File: src/rtl/if_stage_pkg.sv
// Shared widths, fetch-stage state encodings and the default boot address
// for the instruction-fetch stage.
package if_stage_pkg;

  localparam int FS_TO_DS_BUS_WD = 64;
  localparam int BR_BUS_WD       = 33;

  localparam logic [31:0] RESET_PC_DEFAULT = 32'hbfc00000;

  typedef enum logic [1:0] {
    FS_EMPTY = 2'd0,
    FS_REQ   = 2'd1,
    FS_WAIT  = 2'd2,
    FS_FULL  = 2'd3
  } fs_state_e;

endpackage

File: src/rtl/if_stage.sv
// Instruction-fetch stage: one outstanding SRAM-like request, one-entry inst
// buffer, delay-slot aware redirect with a latched branch target.
module if_stage
  import if_stage_pkg::*;
#(
  parameter logic [31:0] RESET_PC = RESET_PC_DEFAULT
) (
  input  logic                       clk,
  input  logic                       resetn,
  input  logic                       ds_allowin,
  input  logic [BR_BUS_WD-1:0]       br_bus,
  output logic                       fs_to_ds_valid,
  output logic [FS_TO_DS_BUS_WD-1:0] fs_to_ds_bus,
  output logic                       inst_sram_req,
  output logic                       inst_sram_wr,
  output logic [1:0]                 inst_sram_size,
  output logic [31:0]                inst_sram_addr,
  output logic [31:0]                inst_sram_wdata,
  input  logic                       inst_sram_addr_ok,
  input  logic                       inst_sram_data_ok,
  input  logic [31:0]                inst_sram_rdata
);

  fs_state_e   state, state_next;
  logic [31:0] pc;
  logic [31:0] inst;
  logic        br_buf_valid;
  logic [31:0] br_buf;

  logic        br_taken;
  logic [31:0] br_target;
  logic        handoff;
  logic [31:0] nextpc;

  assign br_taken  = br_bus[32];
  assign br_target = br_bus[31:0];

  // A branch still in ID wins; otherwise a target latched while the slot was in flight.
  assign nextpc = br_taken     ? br_target :
                  br_buf_valid ? br_buf    :
                                 pc + 32'd4;

  always_comb begin
    state_next     = state;
    handoff        = 1'b0;
    inst_sram_req  = 1'b0;
    fs_to_ds_valid = 1'b0;
    case (state)
      FS_EMPTY: state_next = FS_REQ;
      FS_REQ: begin
        inst_sram_req = 1'b1;
        if (inst_sram_addr_ok) state_next = FS_WAIT;
      end
      FS_WAIT: begin
        if (inst_sram_data_ok) state_next = FS_FULL;
      end
      FS_FULL: begin
        fs_to_ds_valid = 1'b1;
        if (ds_allowin) begin
          handoff    = 1'b1;
          state_next = FS_REQ;
        end
      end
      default: state_next = FS_EMPTY;
    endcase
  end

  always_ff @(posedge clk or negedge resetn) begin
    if (!resetn) begin
      state <= FS_EMPTY;
    end else begin
      state <= state_next;
    end
  end

  always_ff @(posedge clk or negedge resetn) begin
    if (!resetn) begin
      pc           <= RESET_PC;
      inst         <= 32'd0;
      br_buf_valid <= 1'b0;
      br_buf       <= 32'd0;
    end else begin
      if (state == FS_WAIT && inst_sram_data_ok) begin
        inst <= inst_sram_rdata;
      end
      if (handoff) begin
        pc           <= nextpc;
        br_buf_valid <= 1'b0;
      end else if (br_taken) begin
        br_buf       <= br_target;
        br_buf_valid <= 1'b1;
      end
    end
  end

  assign fs_to_ds_bus    = {inst, pc};
  assign inst_sram_addr  = pc;
  assign inst_sram_wr    = 1'b0;
  assign inst_sram_size  = 2'd2;
  assign inst_sram_wdata = 32'd0;

endmodule

File: config.mk
export PLATFORM = sky130hd
export DESIGN_NAME = if_stage
export DESIGN_NICKNAME = d
export VERILOG_FILES = /design/src/rtl/if_stage_pkg.sv /design/src/rtl/if_stage.sv
export SDC_FILE = /design/constraint.sdc
export NUM_CORES = 1
export LEC_CHECK = 0
export CELL_PAD_IN_SITES_DETAIL_PLACEMENT = 1
export CELL_PAD_IN_SITES_GLOBAL_PLACEMENT = 2
export CORE_MARGIN = 1
export CORE_UTILIZATION = 29
export DETAILED_ROUTE_END_ITERATION = 7
export PLACE_DENSITY = 0.95
export SLEW_MARGIN = 10
export SYNTH_ARGS = -nofsm -noshare
export SYNTH_HDL_FRONTEND = slang
export SYNTH_SLANG_ARGS = --single-unit
export TNS_END_PERCENT = 10
File: constraint.sdc
create_clock -name clk -period 3.9 [get_ports clk]
set_input_delay 0.585 -clock clk [delete_from_list [all_inputs] [get_ports clk]]
set_output_delay 0.585 -clock clk [all_outputs]
set_load 0.005 [all_outputs]
==> reports/results.md, run 1 <==
| Stage | Metric | Reported |
|---|---|---|
| global routing | Met1 usage | 20.17% |
| sta | Worst Clk Skew | 9.459 ps |
| synth | Main synth FF type | sky130_fd_sc_hd__dfrtp_1 |
| synth | Synth top cells by count | 90 x sky130_fd_sc_hd__dfrtp_1, 67 x sky130_fd_sc_hd__buf_4, 64 x sky130_fd_sc_hd__mux2_2, 35 x sky130_fd_sc_hd__o21ai_0, 26 x sky130_fd_sc_hd__nor2_1 |
| cts | Number of clock sinks | 99 |
| pwr | Overall power | 5.133 mW |
| finish | Relative area change from synthesis to final layout | 34.36% |
| synth | Largest cells by area after synthesis | sky130_fd_sc_hd__dfrtp_1 42%, sky130_fd_sc_hd__mux2_2 14%, sky130_fd_sc_hd__buf_4 9.4% |
| placement | Final weighted congestion in routability-driven placement | 0.8095 |
| global routing | Number of global-route vias before repair | 4,564 |
| global routing | Maximum number of pins on one net before global-route repair | 44 |
| placement | Post-detailed-placement half-perimeter wirelength | 11,370 um |
| run status | Status | complete, no violations |
| routing | Routed wirelength normalized by instance count | 18.05 um |
| cts | Insertion delay to the later sink of the worst-skew pair | 350 ps |
| job | Max Cap Viol | 0 |
| critical path | CP Capture Type | register |
| global routing | Number of antenna violations at the first check in global routing | 0 |
| sta | Fraction of the cycle the final worst path needs | 66.26% |
| floorplan | Die ar. | 18,900 um^2 |
| cts | Setup bufs post-CTS | 0 |
| sta | Peak Freq | 0.3870 GHz |
| synth | Sequential area share after synthesis | 46.75% |
| synth | Cell accounting for the most synthesized area | sky130_fd_sc_hd__dfrtp_1 |
| routing | Average via count per standard cell | 5.010 |
| critical path | WP data arrival | 2840 ps |
| synth | Proportion of netlist area held by the largest area contributor | 42.30% |
| cts | TritonCTS clock tree | done |
| global routing | Global-route wire length before repair | 24,540 um |
| routing | Total wire length after detailed routing | 15,520 um |
| finish | Number of nets at the end of the flow | 700 |
| finish | Diode insertion count for antenna repair | 0 |
| synth | Yosys warnings | 0 |
| synth | Mean instance size in the synthesized netlist | 10.63 um^2 |
| cts | CTS Buf Count | 9 |
| placement | Placement Setup Slack | 1090 ps |
| sta | Relative max-transition margin | 40.23% |
| floorplan | Placeable core region | 17,960 um^2 |
| critical path | Worst path cell trace | nor2b_1 -> buf_4 -> a221oi_1 -> nand2_1 -> mux2i_1 -> a211oi_1 |
| synth | Async S/R FF share, synth | 100.0% |
| critical path | Worst Path Max Fanout | 21 |
| floorplan | FP Rows | 49 |
| sta | Final Hold Fails | 0 |
| cts | Clock transition at the registers of the reported paths | 70 ps |
| sta | Post-layout min period | 2584 ps |
| global routing | Met2 Use GR | 29.73% |
| finish | Fraction of layout cells with a size suffix above 1 | 17.59% |
| routing | Via count | 4,309 |
| synth | Library cells used by synthesis | 54 |
| sta | Count of final setup violators | 0 |
| critical path | WP data required | 4160 ps |
| routing | Antenna Violating Nets Remaining | 0 |
| critical path | Cell type of the slowest stage on the worst timing path | sky130_fd_sc_hd__dfrtp_1 |
| pwr | P_leak | 2.862 nW |
| floorplan | Boundary Pins | 203 |
| synth | Mapped Cells | 501 |
| synth | Number of synthesized flops with an enable pin | 0 |
| sta | Crit path setup slack, layout | 1316 ps |
| cts | Number of H-tree branching levels | 3 |
| pwr | Max IR drop VDD | 0.3028 mV |
| finish | Footprint of the flip-flops and latches | 2489 um^2 |
| sta | Accumulated negative setup slack | 0 ps |
| placement | IO Port Bufs | 167 |
| synth | Mapped Area | 5324 um^2 |
| sta | Slew at the pin closest to its max-slew limit | 893.3 ps |
| finish | Final-layout fill cell count | 2,017 |
| sta | Pins Over Slew Limit | 0 |
| routing | Drt initial violations | 121 |
| routing | Residual DRC | 0 |
| global routing | Global-route met3 utilization | 5.923% |
| critical path | Crit start category | register |
| synth | Most common cell in the netlist | sky130_fd_sc_hd__dfrtp_1 |
| cts | Longest Clk Path Bufs | 2 |
| global routing | Global routing usage summed across all routing layers | 17.15% |
| critical path | Startpoint-to-endpoint class of the critical path | register to register |
| routing | Drt pass-1 iters | 5 |
| pwr | Power density normalized to cell area | 717.6 nW/um^2 |
| cts | Clock tree root buffer cell | sky130_fd_sc_hd__clkbuf_16 |
| synth | FF+latch count, synth | 99 |
| floorplan | Die width | 137.5 um |
| global routing | Global-route congestion overflow total | 0 |
| sta | Setup repair after global routing missed its margin | no |
| cts | Number of gates given a new drive strength after cts | 0 |
| floorplan | Die boundary height | 137.5 um |
| critical path | Slowest Stage Delay on Critical Path | 800 ps |
| min path | Worst min-delay path class | input pin to asynchronous set/reset pin |
| finish | Area of the multi-input gates | 2297 um^2 |
| cts | Hold buffers post-CTS | 0 |
| global routing | Busiest metal layer after global routing | met2 |
| floorplan | Initial core utilization | 29.64% |
==> state kept, by name, indices dropped and copies added, names as in the netlist <==
signal	cells
br_buf	32
inst	32
inst_sram_addr	32
state	2
br_buf_valid	1
==> final cells by class <==
cell class                      instances  area share (%)
Clock buffer                           10           3.201
Tap cell                              229           4.006
Multi-Input combinational cell        328           32.11
Timing Repair Buffer                  175           24.17
Sequential cell                        99           34.79
Inverter                               13          0.6822
Clock inverter                          6           1.032
==> path summary, 6_finish.rpt <==
| kind | start | end | slack [ps] | depth (start not counted) |
|---|---|---|---|---|
| setup reg to reg | br_buf_valid | inst_sram_addr[25] | 1320 | 6 |
| hold / removal | resetn | inst_sram_addr[7] | 230 | 1 |
| hold reg to reg | br_buf[27] | br_buf[27] | 510 | 1 |
| min in group clk | br_buf[27] | br_buf[27] | 510 | 1 |
| max in group asynchronous | resetn | inst[31] | 2840 | 2 |
| setup / recovery | br_buf_valid | inst_sram_addr[25] | 1320 | 6 |
==> per-layer routing <==
metal	vias up	share of wire, %	routed length, um
li1	1956	-	-
met1	2164	40	6265
met2	175	50	7794
met3	14	8.3	1291
met4	0	1.1	173
met5	-	0	0
==> critical path: cells and delay by family, from the launching register on <==
kind,cells,cell delay (ps)
buffers and inverters,1,350
AO/OA/AOI/OAI,2,360
multiplexers,1,70
AND/OR/NAND/NOR,2,920
flip-flops,1,800
==> cell families (layout without fill, tap and decap cells) <==
group           after synthesis  after routing  synth area share (%)
flops                        99             99                 46.75
buf+inv                     107            204                 12.48
compound gates              123            123                 15.35
mux                          67             67                 14.10
fa+ha+maj                     4              4                0.9401
other cells                   2             35                0.1411
simple gates                 99             99                 10.25
==> placed cells by master, fill, tap and decap left out, types with 6 or more instances in the layout <==
cell / synthesis / routed
sky130_fd_sc_hd__clkdlybuf4s50_1: 0 / 166
sky130_fd_sc_hd__dfrtp_1: 90 / 90
sky130_fd_sc_hd__mux2_2: 64 / 64
sky130_fd_sc_hd__o21ai_0: 35 / 35
sky130_fd_sc_hd__conb_1: 2 / 35
sky130_fd_sc_hd__nor2_1: 26 / 25
sky130_fd_sc_hd__a21oi_1: 20 / 20
sky130_fd_sc_hd__nand2_1: 18 / 18
sky130_fd_sc_hd__a22oi_1: 17 / 17
sky130_fd_sc_hd__nand3_1: 16 / 16
sky130_fd_sc_hd__inv_1: 13 / 13
sky130_fd_sc_hd__clkbuf_16: 0 / 9
sky130_fd_sc_hd__buf_4: 67 / 9
sky130_fd_sc_hd__dfstp_2: 9 / 9
sky130_fd_sc_hd__a31oi_1: 7 / 7
sky130_fd_sc_hd__nand4_1: 7 / 7
sky130_fd_sc_hd__o22ai_1: 6 / 6
==> per-stage QoR <==
stage	hold slack, ps	utilization, %	instances	cell area (um^2)
final	229.3	39.82	860	7153
after global routing	254.6	39.82	860	7153
after floorplan	289.4	-	534	5448
after CTS	239.1	39.82	860	7153
after detailed placement	496.8	38.13	844	6850
after global placement	483.9	38.13	844	6850
==> where the power goes <==
| part | internal, mW | switching [mW] | total, mW |
|---|---|---|---|
| logic | 1.38 | 0.835 | 2.21 |
| clock network | 0.506 | 0.411 | 0.917 |
| registers | 1.50 | 0.497 | 2.00 |
(Power assumes the default switching activity.)
==> run 2, diff against run 1 <==
- CORE_UTILIZATION: 29 -> 24
- PLACE_DENSITY: 0.95 -> 0.85
- clock period: 3.9 -> 2.13 ns (I/O delays scaled with it)
==> run 2 against run 1 <==
  * Via count rose by 1.5%
  * Cell area is 5.2% higher
  * Clock skew shrank 1.6 ps
  * Non-clock buffer count increased by 25
  * Worst hold slack gained 220 ps
  * Worst setup slack got worse by 1200 ps
  * Sequential power up 73%
  * Wire length increased by 0.77%
  * Largest cell class unchanged
==> reports/results.md, run 2 (same netlist as run 1, synthesis figures left out) <==
| Stage | Metric | Reported |
|---|---|---|
| run status | Status | complete, no violations |
| job | Max Cap Viol | 0 |
| critical path | Crit path buffers/inverters | 1 |
| pwr | Overall power | 9.727 mW |
| sta | Final Hold Fails | 0 |
| critical path | Startpoint-to-endpoint class of the critical path | register to register |
| pwr | P_leak | 3.036 nW |
| min path | Worst min-delay path class | input pin to asynchronous set/reset pin |
| pwr | Clock power frac | 18.5% |
| global routing | Global-route congestion overflow total | 0 |
| critical path | WP data arrival | 2270 ps |
| pwr | Power density normalized to cell area | 1292 nW/um^2 |
| critical path | Worst Path Max Fanout | 10 |
| placement | Post-detailed-placement half-perimeter wirelength | 11,430 um |
| critical path | Slowest Stage Delay on Critical Path | 420 ps |
| sta | Relative max-transition margin | 35.97% |
| global routing | Global-route met3 utilization | 4.398% |
| cts | Longest Clk Path Bufs | 2 |
| sta | Worst Clk Skew | 7.832 ps |
| cts | CTS Buf Count | 9 |
| finish | Number of nets at the end of the flow | 725 |
| floorplan | Die ar. | 22,780 um^2 |
| cts | Insertion delay to the later sink of the worst-skew pair | 360 ps |
| global routing | Number of antenna violations at the first check in global routing | 0 |
| critical path | Top delay family on crit path | simple AND/OR/NAND/NOR gates |
| floorplan | Die boundary height | 150.9 um |
| pwr | Internal power consumption | 6.537 mW |
| cts | Number of clock sinks | 99 |
| sta | Pins Over Slew Limit | 0 |
| routing | Antenna Violating Nets Remaining | 0 |
| pwr | Share of total power in sequential cells | 35.6% |
| sta | Post-layout min period | 1971 ps |
| cts | Setup bufs post-CTS | 0 |
| pwr | Net switching power figure | 3.190 mW |
| global routing | Busiest metal layer after global routing | met2 |
| finish | Diode insertion count for antenna repair | 0 |
| critical path | Reg2Reg Setup Slack | 160 ps |
| pwr | Switching share of total power | 32.79% |
| critical path | Number of cells on the worst reg-to-reg path | 7 |
| sta | Accumulated negative setup slack | 0 ps |
| critical path | Crit start category | register |
| global routing | Maximum number of pins on one net before global-route repair | 44 |
| critical path | CP Capture Type | register |
| placement | Final weighted congestion in routability-driven placement | 0.7711 |
| routing | Total wire length after detailed routing | 15,640 um |
| routing | Residual DRC | 0 |
| placement | IO Port Bufs | 167 |
| global routing | Number of global-route vias before repair | 4,494 |
| sta | Setup repair after global routing missed its margin | no |
| routing | Routed wirelength normalized by instance count | 16.71 um |
| critical path | Cell with the most instances on the worst path | sky130_fd_sc_hd__nand3_2 |
| critical path | Endpoint of the worst register-to-register path | inst_sram_addr[26] |
| cts | Clock tree root buffer cell | sky130_fd_sc_hd__clkbuf_16 |
| floorplan | FP Rows | 54 |
| floorplan | Placeable core region | 21,760 um^2 |
| sta | Peak Freq | 0.5073 GHz |
| pwr | Logic pwr share | 45.9% |
| floorplan | Die width | 150.9 um |
| finish | Relative area change from synthesis to final layout | 41.36% |
| routing | Drt pass-1 iters | 5 |
| sta | Slew at the pin closest to its max-slew limit | 958.4 ps |
| cts | Clock transition at the registers of the reported paths | 70 ps |
| finish | Fraction of layout cells with a size suffix above 1 | 20.73% |
| global routing | Global routing usage summed across all routing layers | 14.21% |
| pwr | Max IR drop VDD | 0.4375 mV |
| floorplan | Initial core utilization | 24.47% |
| routing | Via count | 4,373 |
| critical path | Cell type of the slowest stage on the worst timing path | sky130_fd_sc_hd__or4_1 |
| sta | Count of final setup violators | 0 |
| routing | Average via count per standard cell | 4.672 |
| sta | Fraction of the cycle the final worst path needs | 92.54% |
| finish | Final core area utilization | 34.59% |
| floorplan | Boundary Pins | 203 |
| critical path | WP data required | 2430 ps |
| finish | Final-layout fill cell count | 2,430 |
| routing | Drt initial violations | 159 |
| critical path | Worst path cell trace | ha_1 -> nand3_2 -> nor4_4 -> buf_12 -> nand3_2 -> or4_1 -> nand3_1 |
| finish | Commonest cells after routing, fill and taps aside | 166 x sky130_fd_sc_hd__clkdlybuf4s50_1, 90 x sky130_fd_sc_hd__dfrtp_1, 64 x sky130_fd_sc_hd__mux2_2 |
| cts | Number of H-tree branching levels | 3 |
| global routing | Global-route wire length before repair | 24,760 um |
| critical path | Start of the worst register-to-register path | inst_sram_addr[2] |
| finish | Most common library cell in the layout ignoring fill and taps | sky130_fd_sc_hd__clkdlybuf4s50_1 |
| global routing | Met1 usage | 17.63% |
| global routing | Met2 Use GR | 23.69% |
| cts | TritonCTS clock tree | done |
==> run 2: changes by cell type in the layout (fill, tap and decap cells not counted), sizes merged <==
cell / previous run / this run
dlygate4sd3: 0 / 1
bufinv: 1 / 2
inv: 15 / 14
clkbuf: 10 / 9
clkinvlp: 2 / 1
clkinv: 1 / 3
buf: 9 / 33
==> run 2: per-stage QoR <==
stage / worst slack, ps / hold WS [ps] / instance area, um^2 / instances
2_1_floorplan: 186.0 / 23.91 / 5448 / 534
5_1_grt: 25.80 / 476.6 / 7526 / 936
6_report: 158.9 / 454.1 / 7526 / 936
3_5_place_dp: -218.2 / 300.4 / 7199 / 919
3_3_place_gp: -121.7 / 299.4 / 7199 / 919
4_1_cts: 140.9 / 470.1 / 7526 / 936
==> run 2: area by class of cell <==
cell class              count  area, um^2  share of cell area [%]
flip-flops and latches     99        2489                   33.07
repair buffers            200        2019                   26.83
inverters                  13       48.80                  0.6484
well taps                 280       350.3                   4.655
multi-input cells         328        2302                   30.59
clock buffers               9       225.2                   2.993
clock inverters             7       91.34                   1.214
==> run 2: layer usage <==
layer	wire, um	vias to the layer above
li1	-	2015
met1	6891	2205
met2	7526	142
met3	1049	11
met4	177	0
met5	0	-
==> run 2: timing repair <==
action,4_1_cts,5_1_grt
endpoints found under the setup margin,0,1
hold endpoints to repair,21,0
hold buffers,1,0
resized for setup,0,1
==> run 2: power groups by stage <==
stage	logic [mW]	registers, mW	clock network, mW
finish	4.47	3.46	1.80
CTS	4.53	3.48	1.87
detailed placement	4.51	3.51	0
global placement	4.42	3.47	0
global route	4.90	3.61	1.93
floorplan	2.13	3.44	0
==> run 2: worst max path at each step <==
stage,start,to,slack [ps],depth (start not counted)
after floorplan,inst_sram_addr[2],inst_sram_addr[26],190,6
after global placement,br_bus[32],inst_sram_addr[25],-120,6
after detailed placement,br_bus[32],inst_sram_addr[25],-220,6
after CTS,inst_sram_addr[2],inst_sram_addr[26],140,7
after global routing,inst_sram_addr[2],inst_sram_addr[26],30,7
final,inst_sram_addr[2],inst_sram_addr[26],160,7
==> run 3, diff against run 2 <==
- CAP_MARGIN: default -> 15
==> results of run 3 <==
No change in the layout: final DEF, timing and power equal those of run 2.
